[config.mk]
export PLATFORM = sky130hd
export DESIGN_NAME = ws2812_frame_sched_flat
export DESIGN_NICKNAME = d
export VERILOG_FILES = /design/src/rtl/ws2812_pkg.sv /design/src/rtl/ws2812_frame_sched_if.sv /design/src/rtl/ws2812_bit_tx.sv /design/src/rtl/ws2812_frame_sched.sv /design/src/flat_wrapper.sv
export SDC_FILE = /design/constraint.sdc
export NUM_CORES = 1
export LEC_CHECK = 0
export BUFFER_PORTS_ARGS = -buffer_cell sky130_fd_sc_hd__buf_4
export CAP_MARGIN = 20
export CORE_ASPECT_RATIO = 1.2
export CORE_UTILIZATION = 50
export CTS_CLUSTER_SIZE = 12
export DETAILED_ROUTE_END_ITERATION = 8
export GPL_TIMING_DRIVEN = 0
export PLACE_DENSITY = 0.75
export REMOVE_ABC_BUFFERS = 1
export SLEW_MARGIN = 20
export SYNTH_ARGS = -nofsm -noshare
export SYNTH_HDL_FRONTEND = slang
export SYNTH_HIERARCHICAL = 1
export SYNTH_SLANG_ARGS = --single-unit
[constraint.sdc]
create_clock -name clk -period 4.3 [get_ports clk]
set_input_delay 1.29 -clock clk [delete_from_list [all_inputs] [get_ports clk]]
set_output_delay 1.29 -clock clk [all_outputs]
set_load 0.02 [all_outputs]
[src/rtl/ws2812_pkg.sv]
// Shared definitions for the WS2812 LED path.
//   state_t       : refresh scheduler FSM encoding
//   DEF_*         : default timing for a 100 MHz clock
//   G_/R_/B_ HI/LO: byte slices of a {G,R,B} frame word (shared with the parser)
//   cw()          : counter width for a count range of n (never below 1)
package ws2812_pkg;
  typedef enum logic [2:0] {ST_IDLE, ST_FETCH, ST_LOAD, ST_SHIFT, ST_LATCH} state_t;

  localparam int WORD_W          = 24;
  localparam int DEF_ADDR_W      = 11;
  localparam int DEF_BIT_CYC     = 125;
  localparam int DEF_T0H_CYC     = 40;
  localparam int DEF_T1H_CYC     = 80;
  localparam int DEF_RESET_CYC   = 30000;
  localparam int DEF_REFRESH_CYC = 1666667;

  localparam int G_HI = 23, G_LO = 16;
  localparam int R_HI = 15, R_LO = 8;
  localparam int B_HI = 7,  B_LO = 0;

  function automatic int cw(input int n);
    return (n > 1) ? $clog2(n) : 1;
  endfunction
endpackage

[src/rtl/ws2812_frame_sched_if.sv]
// Frame RAM read port.
//   mem_rd_en   : single-cycle read strobe
//   mem_rd_addr : pixel address
//   mem_rd_data : {G,R,B} word, valid the cycle after mem_rd_en
// master = scheduler side, slave = RAM side.
interface ws2812_frame_sched_if #(parameter int ADDR_W = 11);
  import ws2812_pkg::*;
  logic              mem_rd_en;
  logic [ADDR_W-1:0] mem_rd_addr;
  logic [WORD_W-1:0] mem_rd_data;

  modport master (output mem_rd_en, mem_rd_addr, input mem_rd_data);
  modport slave  (input mem_rd_en, mem_rd_addr, output mem_rd_data);
endinterface

[src/rtl/ws2812_bit_tx.sv]
// WS2812 bit serialiser for one 24-bit word, MSB first.
//   load       : start a word next cycle (bit 23, cycle 0); may coincide with
//                word_done to chain words back to back
//   word       : {G,R,B} word captured on load
//   dout       : line level, high for T1H/T0H cycles of each BIT_CYC period
//   word_start : cycle 0 of bit 23
//   bit_last   : last cycle of any bit
//   word_done  : last cycle of bit 0
module ws2812_bit_tx
  import ws2812_pkg::*;
#(
  parameter int BIT_CYC = DEF_BIT_CYC,
  parameter int T0H_CYC = DEF_T0H_CYC,
  parameter int T1H_CYC = DEF_T1H_CYC
) (
  input  logic              clk,
  input  logic              rst_n,
  input  logic              load,
  input  logic [WORD_W-1:0] word,
  output logic              dout,
  output logic              word_start,
  output logic              bit_last,
  output logic              word_done
);
  localparam int CW = cw(BIT_CYC);

  logic [WORD_W-1:0] sh;
  logic [4:0]        bit_idx;
  logic [CW-1:0]     c;
  logic              active;

  assign bit_last   = active && (c == CW'(BIT_CYC - 1));
  assign word_done  = bit_last && (bit_idx == 5'd0);
  assign word_start = active && (c == '0) && (bit_idx == 5'd23);
  // Purely combinational from flops so an async reset drops the line at once.
  assign dout = active && (sh[WORD_W-1] ? (c < CW'(T1H_CYC)) : (c < CW'(T0H_CYC)));

  always_ff @(posedge clk or negedge rst_n) begin
    if (!rst_n) begin
      sh      <= '0;
      bit_idx <= '0;
      c       <= '0;
      active  <= 1'b0;
    end else if (load) begin
      sh      <= word;
      bit_idx <= 5'd23;
      c       <= '0;
      active  <= 1'b1;
    end else if (active) begin
      if (bit_last) begin
        c  <= '0;
        sh <= {sh[WORD_W-2:0], 1'b0};
        if (bit_idx == 5'd0) active  <= 1'b0;
        else                 bit_idx <= bit_idx - 5'd1;
      end else begin
        c <= c + 1'b1;
      end
    end
  end
endmodule

[src/rtl/ws2812_frame_sched.sv]
// WS2812 frame refresh scheduler. On a trigger (dirty flag or refresh timer)
// reads pixels 0..n-1 from the frame RAM, serialises them with no gap between
// pixels, then holds the line low for the latch period.
//   clk, rst_n : clock, async active-low reset
//   num_leds   : LED count, sampled at frame start (clamped to 2^ADDR_W)
//   wr_strobe  : parser write pulse, marks the frame dirty
//   mem        : frame RAM read port (master)
//   dout       : WS2812 data line
//   busy       : high from FETCH through the last LATCH cycle
//   frame_done : pulse on the last LATCH cycle
module ws2812_frame_sched
  import ws2812_pkg::*;
#(
  parameter int ADDR_W      = DEF_ADDR_W,
  parameter int BIT_CYC     = DEF_BIT_CYC,
  parameter int T0H_CYC     = DEF_T0H_CYC,
  parameter int T1H_CYC     = DEF_T1H_CYC,
  parameter int RESET_CYC   = DEF_RESET_CYC,
  parameter int REFRESH_CYC = DEF_REFRESH_CYC
) (
  input  logic                 clk,
  input  logic                 rst_n,
  input  logic [11:0]          num_leds,
  input  logic                 wr_strobe,
  ws2812_frame_sched_if.master mem,
  output logic                 dout,
  output logic                 busy,
  output logic                 frame_done
);
  localparam int NW = ADDR_W + 1;
  localparam int LW = cw(RESET_CYC);
  localparam logic [NW-1:0] MAX_N = {1'b1, {ADDR_W{1'b0}}};

  if (!(T0H_CYC < T1H_CYC && T1H_CYC < BIT_CYC && BIT_CYC >= 4)) begin : g_bad_params
    $error("ws2812_frame_sched: need T0H_CYC < T1H_CYC < BIT_CYC and BIT_CYC >= 4");
  end

  state_t            state, nstate;
  logic              dirty, ref_trig, start;
  logic [NW-1:0]     n_q, n_clamp, pix_idx, next_pix;
  logic              more, pf_pend;
  logic [WORD_W-1:0] next_reg, tx_word;
  logic [LW-1:0]     lat_cnt;
  logic              tx_load, tx_word_start, tx_bit_last, tx_word_done;

  assign n_clamp  = (32'(num_leds) > 32'(MAX_N)) ? MAX_N : NW'(num_leds);
  assign start    = (state == ST_IDLE) && (dirty || ref_trig);
  assign next_pix = pix_idx + 1'b1;
  assign more     = next_pix < n_q;
  assign busy     = (state != ST_IDLE);

  // Refresh timer: free-runs only while idle and restarts whenever it fires.
  if (REFRESH_CYC > 0) begin : g_ref
    localparam int RW = cw(REFRESH_CYC);
    logic [RW-1:0] ref_cnt;
    assign ref_trig = (state == ST_IDLE) && (ref_cnt == RW'(REFRESH_CYC - 1));
    always_ff @(posedge clk or negedge rst_n) begin
      if (!rst_n)                            ref_cnt <= '0;
      else if (state != ST_IDLE || ref_trig) ref_cnt <= '0;
      else                                   ref_cnt <= ref_cnt + 1'b1;
    end
  end else begin : g_noref
    assign ref_trig = 1'b0;
  end

  ws2812_bit_tx #(.BIT_CYC(BIT_CYC), .T0H_CYC(T0H_CYC), .T1H_CYC(T1H_CYC)) u_tx (
    .clk        (clk),
    .rst_n      (rst_n),
    .load       (tx_load),
    .word       (tx_word),
    .dout       (dout),
    .word_start (tx_word_start),
    .bit_last   (tx_bit_last),
    .word_done  (tx_word_done)
  );

  always_comb begin
    nstate          = state;
    mem.mem_rd_en   = 1'b0;
    mem.mem_rd_addr = '0;
    tx_load         = 1'b0;
    tx_word         = next_reg;
    frame_done      = 1'b0;
    case (state)
      ST_IDLE:  if (start && n_clamp != '0) nstate = ST_FETCH;
      ST_FETCH: begin
        mem.mem_rd_en = 1'b1;
        nstate        = ST_LOAD;
      end
      ST_LOAD: begin
        tx_load = 1'b1;
        tx_word = mem.mem_rd_data;
        nstate  = ST_SHIFT;
      end
      ST_SHIFT: begin
        // Prefetch the next pixel a whole word ahead of when it is needed.
        if (tx_word_start && more) begin
          mem.mem_rd_en   = 1'b1;
          mem.mem_rd_addr = next_pix[ADDR_W-1:0];
        end
        if (tx_bit_last && tx_word_done) begin
          if (more) tx_load = 1'b1;
          else      nstate  = ST_LATCH;
        end
      end
      ST_LATCH: begin
        if (lat_cnt == LW'(RESET_CYC - 1)) begin
          frame_done = 1'b1;
          nstate     = ST_IDLE;
        end
      end
      default: nstate = ST_IDLE;
    endcase
  end

  always_ff @(posedge clk or negedge rst_n) begin
    if (!rst_n) begin
      state    <= ST_IDLE;
      dirty    <= 1'b0;
      n_q      <= '0;
      pix_idx  <= '0;
      pf_pend  <= 1'b0;
      next_reg <= '0;
      lat_cnt  <= '0;
    end else begin
      state <= nstate;
      // A strobe coinciding with the start keeps the flag for the next frame.
      if (start)          dirty <= wr_strobe;
      else if (wr_strobe) dirty <= 1'b1;
      if (start) n_q <= n_clamp;
      if (state == ST_LOAD)
        pix_idx <= '0;
      else if (state == ST_SHIFT && tx_word_done && more)
        pix_idx <= next_pix;
      pf_pend <= (state == ST_SHIFT) && tx_word_start && more;
      if (pf_pend) next_reg <= mem.mem_rd_data;
      if (state != ST_LATCH) lat_cnt <= '0;
      else                   lat_cnt <= lat_cnt + 1'b1;
    end
  end
endmodule

[src/flat_wrapper.sv]
// flat-port wrapper written by rule: the top's interface ports become plain ports
module ws2812_frame_sched_flat import ws2812_pkg::*;
#(
  parameter int ADDR_W      = DEF_ADDR_W,
  parameter int BIT_CYC     = DEF_BIT_CYC,
  parameter int T0H_CYC     = DEF_T0H_CYC,
  parameter int T1H_CYC     = DEF_T1H_CYC,
  parameter int RESET_CYC   = DEF_RESET_CYC,
  parameter int REFRESH_CYC = DEF_REFRESH_CYC
)
  (clk, rst_n, num_leds, wr_strobe, dout, busy, frame_done, mem_mem_rd_en, mem_mem_rd_addr, mem_mem_rd_data);
  ws2812_frame_sched_if #(.ADDR_W(ADDR_W)) mem_i ();
  input  logic clk;
  input  logic rst_n;
  input  logic [11:0] num_leds;
  input  logic wr_strobe;
  output logic dout;
  output logic busy;
  output logic frame_done;
  output wire logic [$bits(mem_i.mem_rd_en)-1:0] mem_mem_rd_en;
  output wire logic [$bits(mem_i.mem_rd_addr)-1:0] mem_mem_rd_addr;
  input wire logic [$bits(mem_i.mem_rd_data)-1:0] mem_mem_rd_data;
  assign mem_mem_rd_en = mem_i.mem_rd_en;
  assign mem_mem_rd_addr = mem_i.mem_rd_addr;
  assign mem_i.mem_rd_data = mem_mem_rd_data;
  ws2812_frame_sched #(.ADDR_W(ADDR_W), .BIT_CYC(BIT_CYC), .T0H_CYC(T0H_CYC), .T1H_CYC(T1H_CYC), .RESET_CYC(RESET_CYC), .REFRESH_CYC(REFRESH_CYC)) u_core (.clk(clk), .rst_n(rst_n), .num_leds(num_leds), .wr_strobe(wr_strobe), .mem(mem_i), .dout(dout), .busy(busy), .frame_done(frame_done));
endmodule
==> results of run 1 <==
==> layer usage <==
| metal | vias up | track usage | part of all wire |
|---|---|---|---|
| met5 | - | 0 | 0 |
| li1 | 2521 | - | - |
| met2 | 130 | 0.379 | 0.51 |
| met1 | 2637 | 0.291 | 0.43 |
| met3 | 24 | 0.0526 | 0.040 |
| met4 | 0 | 0.0831 | 0.019 |
==> per-stage QoR <==
stage                     instance area (um^2)  utilization  setup TNS (ns)
after floorplan                           6730            -          -18.83
after global placement                    7340        0.550          -71.45
after detailed placement                  7430        0.556           -4.00
after CTS                                 8360        0.626         -0.0293
after global routing                      8700        0.652           -2.36
final                                     8700        0.652           -1.30
==> synth_stat cells (6+ instances only) <==
cell	number	area share
mux2i_1	16	0.023
or3_1	8	0.0072
buf_2	9	0.0065
nand4_1	9	0.0081
and4_1	6	0.0076
and3_1	10	0.0090
a211o_1	20	0.025
clkbuf_1	18	0.0097
nor2_1	45	0.024
dfrtp_1	126	0.45
nand2_1	36	0.019
xnor2_1	17	0.021
a21oi_1	21	0.015
nor3_1	30	0.022
mux2_2	29	0.047
nor4_1	7	0.0063
inv_1	28	0.015
xor2_1	22	0.028
ha_1	19	0.034
nand2b_1	40	0.036
nand3_1	22	0.016
a21oi_2	12	0.015
mux2_1	21	0.034
==> kinds of logic (layout without fill, tap and decap cells) <==
family	count (synthesis)	count (layout)	share of synthesized area
simple gates	243	243	0.194
flops	126	126	0.455
compound gates	108	108	0.118
mux	66	66	0.104
buf+inv	65	153	0.0450
xor+xnor	39	39	0.0493
fa+ha+maj	19	19	0.0343
==> layout make-up <==
| class | count | area [um^2] | area share |
|---|---|---|---|
| Clock inverter | 9 | 131 | 0.0151 |
| Sequential cell | 126 | 3160 | 0.363 |
| Multi-Input combinational cell | 475 | 3800 | 0.437 |
| Clock buffer | 23 | 498 | 0.0572 |
| Timing Repair Buffer | 91 | 793 | 0.0912 |
| Tap cell | 168 | 210 | 0.0242 |
| Inverter | 30 | 113 | 0.0129 |
==> final timing paths <==
kind                       depth (start not counted)                       end                    start
setup / recovery                                  13             mem_mem_rd_en        u_core/pix_idx[0]
hold / removal                                     1   u_core/g_ref.ref_cnt[0]  u_core/g_ref.ref_cnt[0]
setup reg to reg                                  16        u_core/u_tx/sh[17]        u_core/pix_idx[0]
hold reg to reg                                    1   u_core/g_ref.ref_cnt[0]  u_core/g_ref.ref_cnt[0]
max in group asynchronous                          2        u_core/next_reg[3]                    rst_n
min in group asynchronous                          1  u_core/g_ref.ref_cnt[13]                    rst_n
==> power groups by stage <==
| stage | Combinational (W) | Sequential (W) | Clock (W) |
|---|---|---|---|
| after floorplan | 0.0000462 | 0.00124 | 0 |
| after global placement | 0.000105 | 0.00124 | 0 |
| after detailed placement | 0.000112 | 0.00124 | 0 |
| after CTS | 0.000114 | 0.00122 | 0.00154 |
| after global routing | 0.000125 | 0.00122 | 0.00159 |
| final | 0.000111 | 0.00122 | 0.00151 |
==> timing repair <==
action / in CTS / in global routing
gates cloned: 1 / 0
hold endpoints to repair: 0 / 0
endpoints found under the setup margin: 24 / 12
resized for setup: 35 / 38
setup buffers: 14 / 20
pin swaps: 12 / 19
==> critical path: stages (launching register included) <==
cell and delay, ns:
dfrtp_2 0.43, ha_4 0.21, nand2_4 0.08, nor3_4 0.27
nand2b_4 0.19, nand2_1 0.05, ha_1 0.19, a21o_1 0.17
a21o_4 0.23, a21oi_4 0.17, nand3b_1 0.21, buf_6 0.23
a21boi_4 0.15, buf_6 0.13
==> impl_results.md, run 1 <==
* Outcome: finished with violations
* Violated checks: setup timing
* Clk_skew at 0.00886 ns
* Drc violations at 0
* Dpl cells at 855
* EDFF count, synth at 0
* Routed len/inst at 17.3 um
* Initial antenna violation count at 0
* Top_reg_cell synth: dfrtp_1
* Endpoint class of the critical path: output port
* Total GRT Usage at 0.228
* Post-detail-place hpwl at 9.45 mm
* Port Buffers at 53
* Hold Violations, Final at 0
* Layout fillers at 997
* Clk sinks at 126
* Clock latency on the worst-skew pair at 0.42 ns
* Startpoint types: register
* Initial Util at 0.519
* Worst-path maximum fanout at 6
* Final non-filler cell total at 922
* Final setup fails at 12
* Gpl congestion at 0.787
* Period utilization at 1.03
* Clock share of power at 0.531
* RSZ-0062 raised after global routing: true
* Grt ovf at 0
* Clock transition at path regs at 0.06 ns
* Commonest non-fill, non-tap cells in the layout: 123 x dfrtp_1, 75 x buf_4, 40 x nor2_1
* Pwr dens at 326 nW/um^2
* Worst Tran Pin Value at 1.11 ns
* Largest net degree at the start of global routing at 70
* Ant diodes at 0
* Vias per cell at 5.76
* Dpl ws at -0.387 ns
* Final #Nets at 799
* Max Fclk at 0.225 GHz
* Total CTS buffers at 17
* Share of post-route cells with drive strength above 1 at 0.293
* Commonest non-fill, non-tap cell in the layout: dfrtp_1
* Syn_area_per_cell at 10.4 um^2
* Setup CP Type: reg -> out
* Die Area at 14300 um^2
* H-tree Lvls at 4
* Comb pwr share at 0.039
* Yosys cell types at 68
* First-pass iteration count of the detailed router at 4
* CTS tree: built
* Root Driver: clkbuf_16
* Ys async rst share at 1.00
* DIE HEIGHT at 131 um
* Die Width at 109 um
* Vias in the first global route at 5153
* Switching power total at 0.000582 W
* Sequential share of the synthesized area at 0.455
* Pleak at 3.83 nW
* First-pass GRT wire length at 25.1 mm
* Mapped Cells at 666
* Placeable Area at 13400 um^2
* Syn-to-layout area delta at 25.5%
* Maxcap violations at 0
* Relative slew slack at 0.261
* Fin Hold WS at 0.481 ns
* Max Buffers Root-to-Sink at 2
* Peak VDD IR at 0.000355 V
* Hold_buf cts at 0
* Drt initial violations at 391
* I/O pin cnt at 54
* Syn. warnings at 6
* ANT nets after route at 0
* Reg power frac at 0.430
* Critical Path RT at 3.01 ns
* Total Wirelength at 15.9 mm
* Switch share at 0.205
* FF+latch count, synth at 126
* Num rows at 46
* Reg2reg setup slack at 0.21 ns
* Crit path time final at 4.44 ns
* Final Max Tran Viols at 0
* Min-delay worst type: reg -> reg
* Syn Std Cell Area at 6930 um^2
* Final worst slack at -0.138 ns
* Crit path arrival time at 3.15 ns
* Design internal power at 0.00225 W
* Vias at 5312
* Final Power at 0.00283 W
Note: power is estimated with default switching activity, not from simulation.
==> run 2, diff against run 1 <==
Settings changed: PLACE_DENSITY 0.75 to 0.68.
==> run 2 against run 1 <==
Critical path depth unchanged; cell area is 2.7% lower; clock skew shrank 0.0017 ns; critical endpoint is now mem_mem_rd_addr[5]; hold slack worse by 0.0089 ns; sequential share of layout area is 1.0 points higher; the run now ends clean; clock power is 7% lower; die area is the same; flip-flop and latch count did not move; combinational power about the same.
==> impl_results.md, run 2 (synthesized netlist as in run 1, its figures left out) <==
* Outcome: completed
* Share of post-route cells with drive strength above 1 at 0.267
* Hold_buf cts at 0
* Final Max Tran Viols at 0
* Final Cell Area at 8460 um^2
* Syn-to-layout area delta at 22.1%
* Slowest CP cell: dfrtp_2
* Die Width at 109 um
* Post-detail-place hpwl at 9.24 mm
* Die Area at 14300 um^2
* Setup CP Type: reg -> out
* Num rows at 46
* Largest net degree at the start of global routing at 74
* ANT nets after route at 0
* Routed len/inst at 16.4 um
* Vias at 5173
* Clock transition at path regs at 0.05 ns
* Max Buffers Root-to-Sink at 2
* Drc violations at 0
* CTS tree: built
* Initial antenna violation count at 0
* FF-to-FF End: u_core/u_tx/sh[9]
* CP Launch Point: u_core/pix_idx[1]
* Hold Violations, Final at 0
* Endpoint class of the critical path: output port
* Reg2reg setup slack at 0.40 ns
* Pleak at 3.76 nW
* Initial Util at 0.519
* Post-DP Area at 7430 um^2
* Port Buffers at 53
* Worst path depth at 13
* Crit path arrival time at 2.96 ns
* RSZ-0062 raised after global routing: true
* Startpoint types: register
* Critical Path RT at 3.01 ns
* Maxcap violations at 0
* Gpl congestion at 0.811
* Worst path cell trace: ha_4, nand2_4, nor3_4, nand3_2, xor2_2, inv_2, ha_4, a21o_1, a21oi_4, nand3b_1, buf_6, a21oi_2, buf_6
* Crit path time final at 4.25 ns
* Crit path buf inv count at 3
* Crit-path max cell delay at 0.43 ns
* Setup crit end: mem_mem_rd_addr[5]
* Commonest non-fill, non-tap cells in the layout: 124 x dfrtp_1, 70 x buf_4, 44 x nor2_1
* Clk_skew at 0.00712 ns
* Pwr dens at 324 nW/um^2
* Layout fillers at 1056
* Worst path top cell family by delay: simple AND/OR/NAND/NOR gates
* Final non-filler cell total at 909
* Dpl ws at -0.334 ns
* DIE HEIGHT at 131 um
* Final worst slack at 0.0465 ns
* Clk sinks at 126
* Max Fclk at 0.235 GHz
* Total Wirelength at 14.9 mm
* Period utilization at 0.989
* Critical R2R Launch: u_core/pix_idx[1]
* Placeable Area at 13400 um^2
* Final #Nets at 788
* Total CTS buffers at 17
* Ant diodes at 0
* Grt ovf at 0
* Vias per cell at 5.69
* Vias in the first global route at 5151
* I/O pin cnt at 54
* FF-to-FF path depth at 16
* Worst Tran Pin Value at 1.02 ns
* Multi-input gate area at 3720 um^2
* Fin Hold WS at 0.472 ns
* Commonest non-fill, non-tap cell in the layout: dfrtp_1
* H-tree Lvls at 4
* Clock latency on the worst-skew pair at 0.42 ns
* First-pass GRT wire length at 24.6 mm
* Relative slew slack at 0.322
* First-pass iteration count of the detailed router at 4
* FF+latch area at 3160 um^2
* Drt initial violations at 244
* Total GRT Usage at 0.222
* Root Driver: clkbuf_16
* Min-delay worst type: reg -> reg
* Final setup fails at 0
* Dpl cells at 855
* Peak VDD IR at 0.000244 V
* Worst-path maximum fanout at 8
[run 2: changes by cell type in the layout (fill, tap and decap cells not counted), moves of 2 or more]
| cell | previous run | this run |
|---|---|---|
| buf_6 | 12 | 6 |
| clkinvlp_4 | 3 | 1 |
| buf_4 | 75 | 70 |
| nor2_4 | 4 | 1 |
| nor2_1 | 40 | 44 |
| a21oi_2 | 12 | 14 |
[run 2: where the power goes]
group	leakage, nW	internal (W)	switching [W]
clock	0.288	0.000919	0.000490
combinational	1.95	0.0000570	0.0000542
sequential	1.52	0.00121	0.00000830
total	3.76	0.00219	0.000553
[run 2: how the worst min path moves through the flow]
stage	from	endpoint	slack (ns)	depth (start not counted)
2_1_floorplan	u_core/g_ref.ref_cnt[0]	u_core/g_ref.ref_cnt[0]	0.45	1
4_1_cts	u_core/g_ref.ref_cnt[0]	u_core/g_ref.ref_cnt[0]	0.48	1
3_3_place_gp	u_core/g_ref.ref_cnt[0]	u_core/g_ref.ref_cnt[0]	0.46	1
5_1_grt	u_core/g_ref.ref_cnt[0]	u_core/g_ref.ref_cnt[0]	0.50	1
6_report	u_core/g_ref.ref_cnt[0]	u_core/g_ref.ref_cnt[0]	0.47	1
3_5_place_dp	u_core/g_ref.ref_cnt[0]	u_core/g_ref.ref_cnt[0]	0.47	1
[run 2: worst reg2reg max path: cells and delay by family (launching register included)]
kind / cells / cell delay (ns)
compound gates: 5 / 1.28
xor+xnor: 1 / 0.18
fa+ha+maj: 2 / 0.40
buf+inv: 3 / 0.46
flops: 1 / 0.43
simple gates: 5 / 1.03
[run 2: per-layer routing]
metal	GRT usage	share of wire	vias up
met4	0.0941	0.019	0
met5	0	0	-
li1	-	-	2502
met3	0.0446	0.032	24
met2	0.382	0.50	95
met1	0.271	0.45	2552
[run 2: timing repair]
item	4_1_cts	5_1_grt
pin swaps	8	13
setup buffers	12	12
setup endpoints to repair	12	12
resized for setup	18	31
[run 2: cell type report]
class,count,share of cell area
Multi-Input combinational cell,475,0.439
Sequential cell,126,0.373
Timing Repair Buffer,80,0.0807
Clock buffer,24,0.0593
Tap cell,168,0.0248
Inverter,30,0.0133
Clock inverter,6,0.00976
[run 2: metrics by stage]
| stage | TNS, ns | power (W) | util |
|---|---|---|---|
| 6_report | 0 | 0.00274 | 0.634 |
| 5_1_grt | -1.04 | 0.00284 | 0.634 |
| 4_1_cts | 0 | 0.00278 | 0.615 |
| 3_5_place_dp | -3.12 | 0.00135 | 0.557 |
| 3_3_place_gp | -72.29 | 0.00134 | 0.550 |
| 2_1_floorplan | -18.83 | 0.00128 | - |
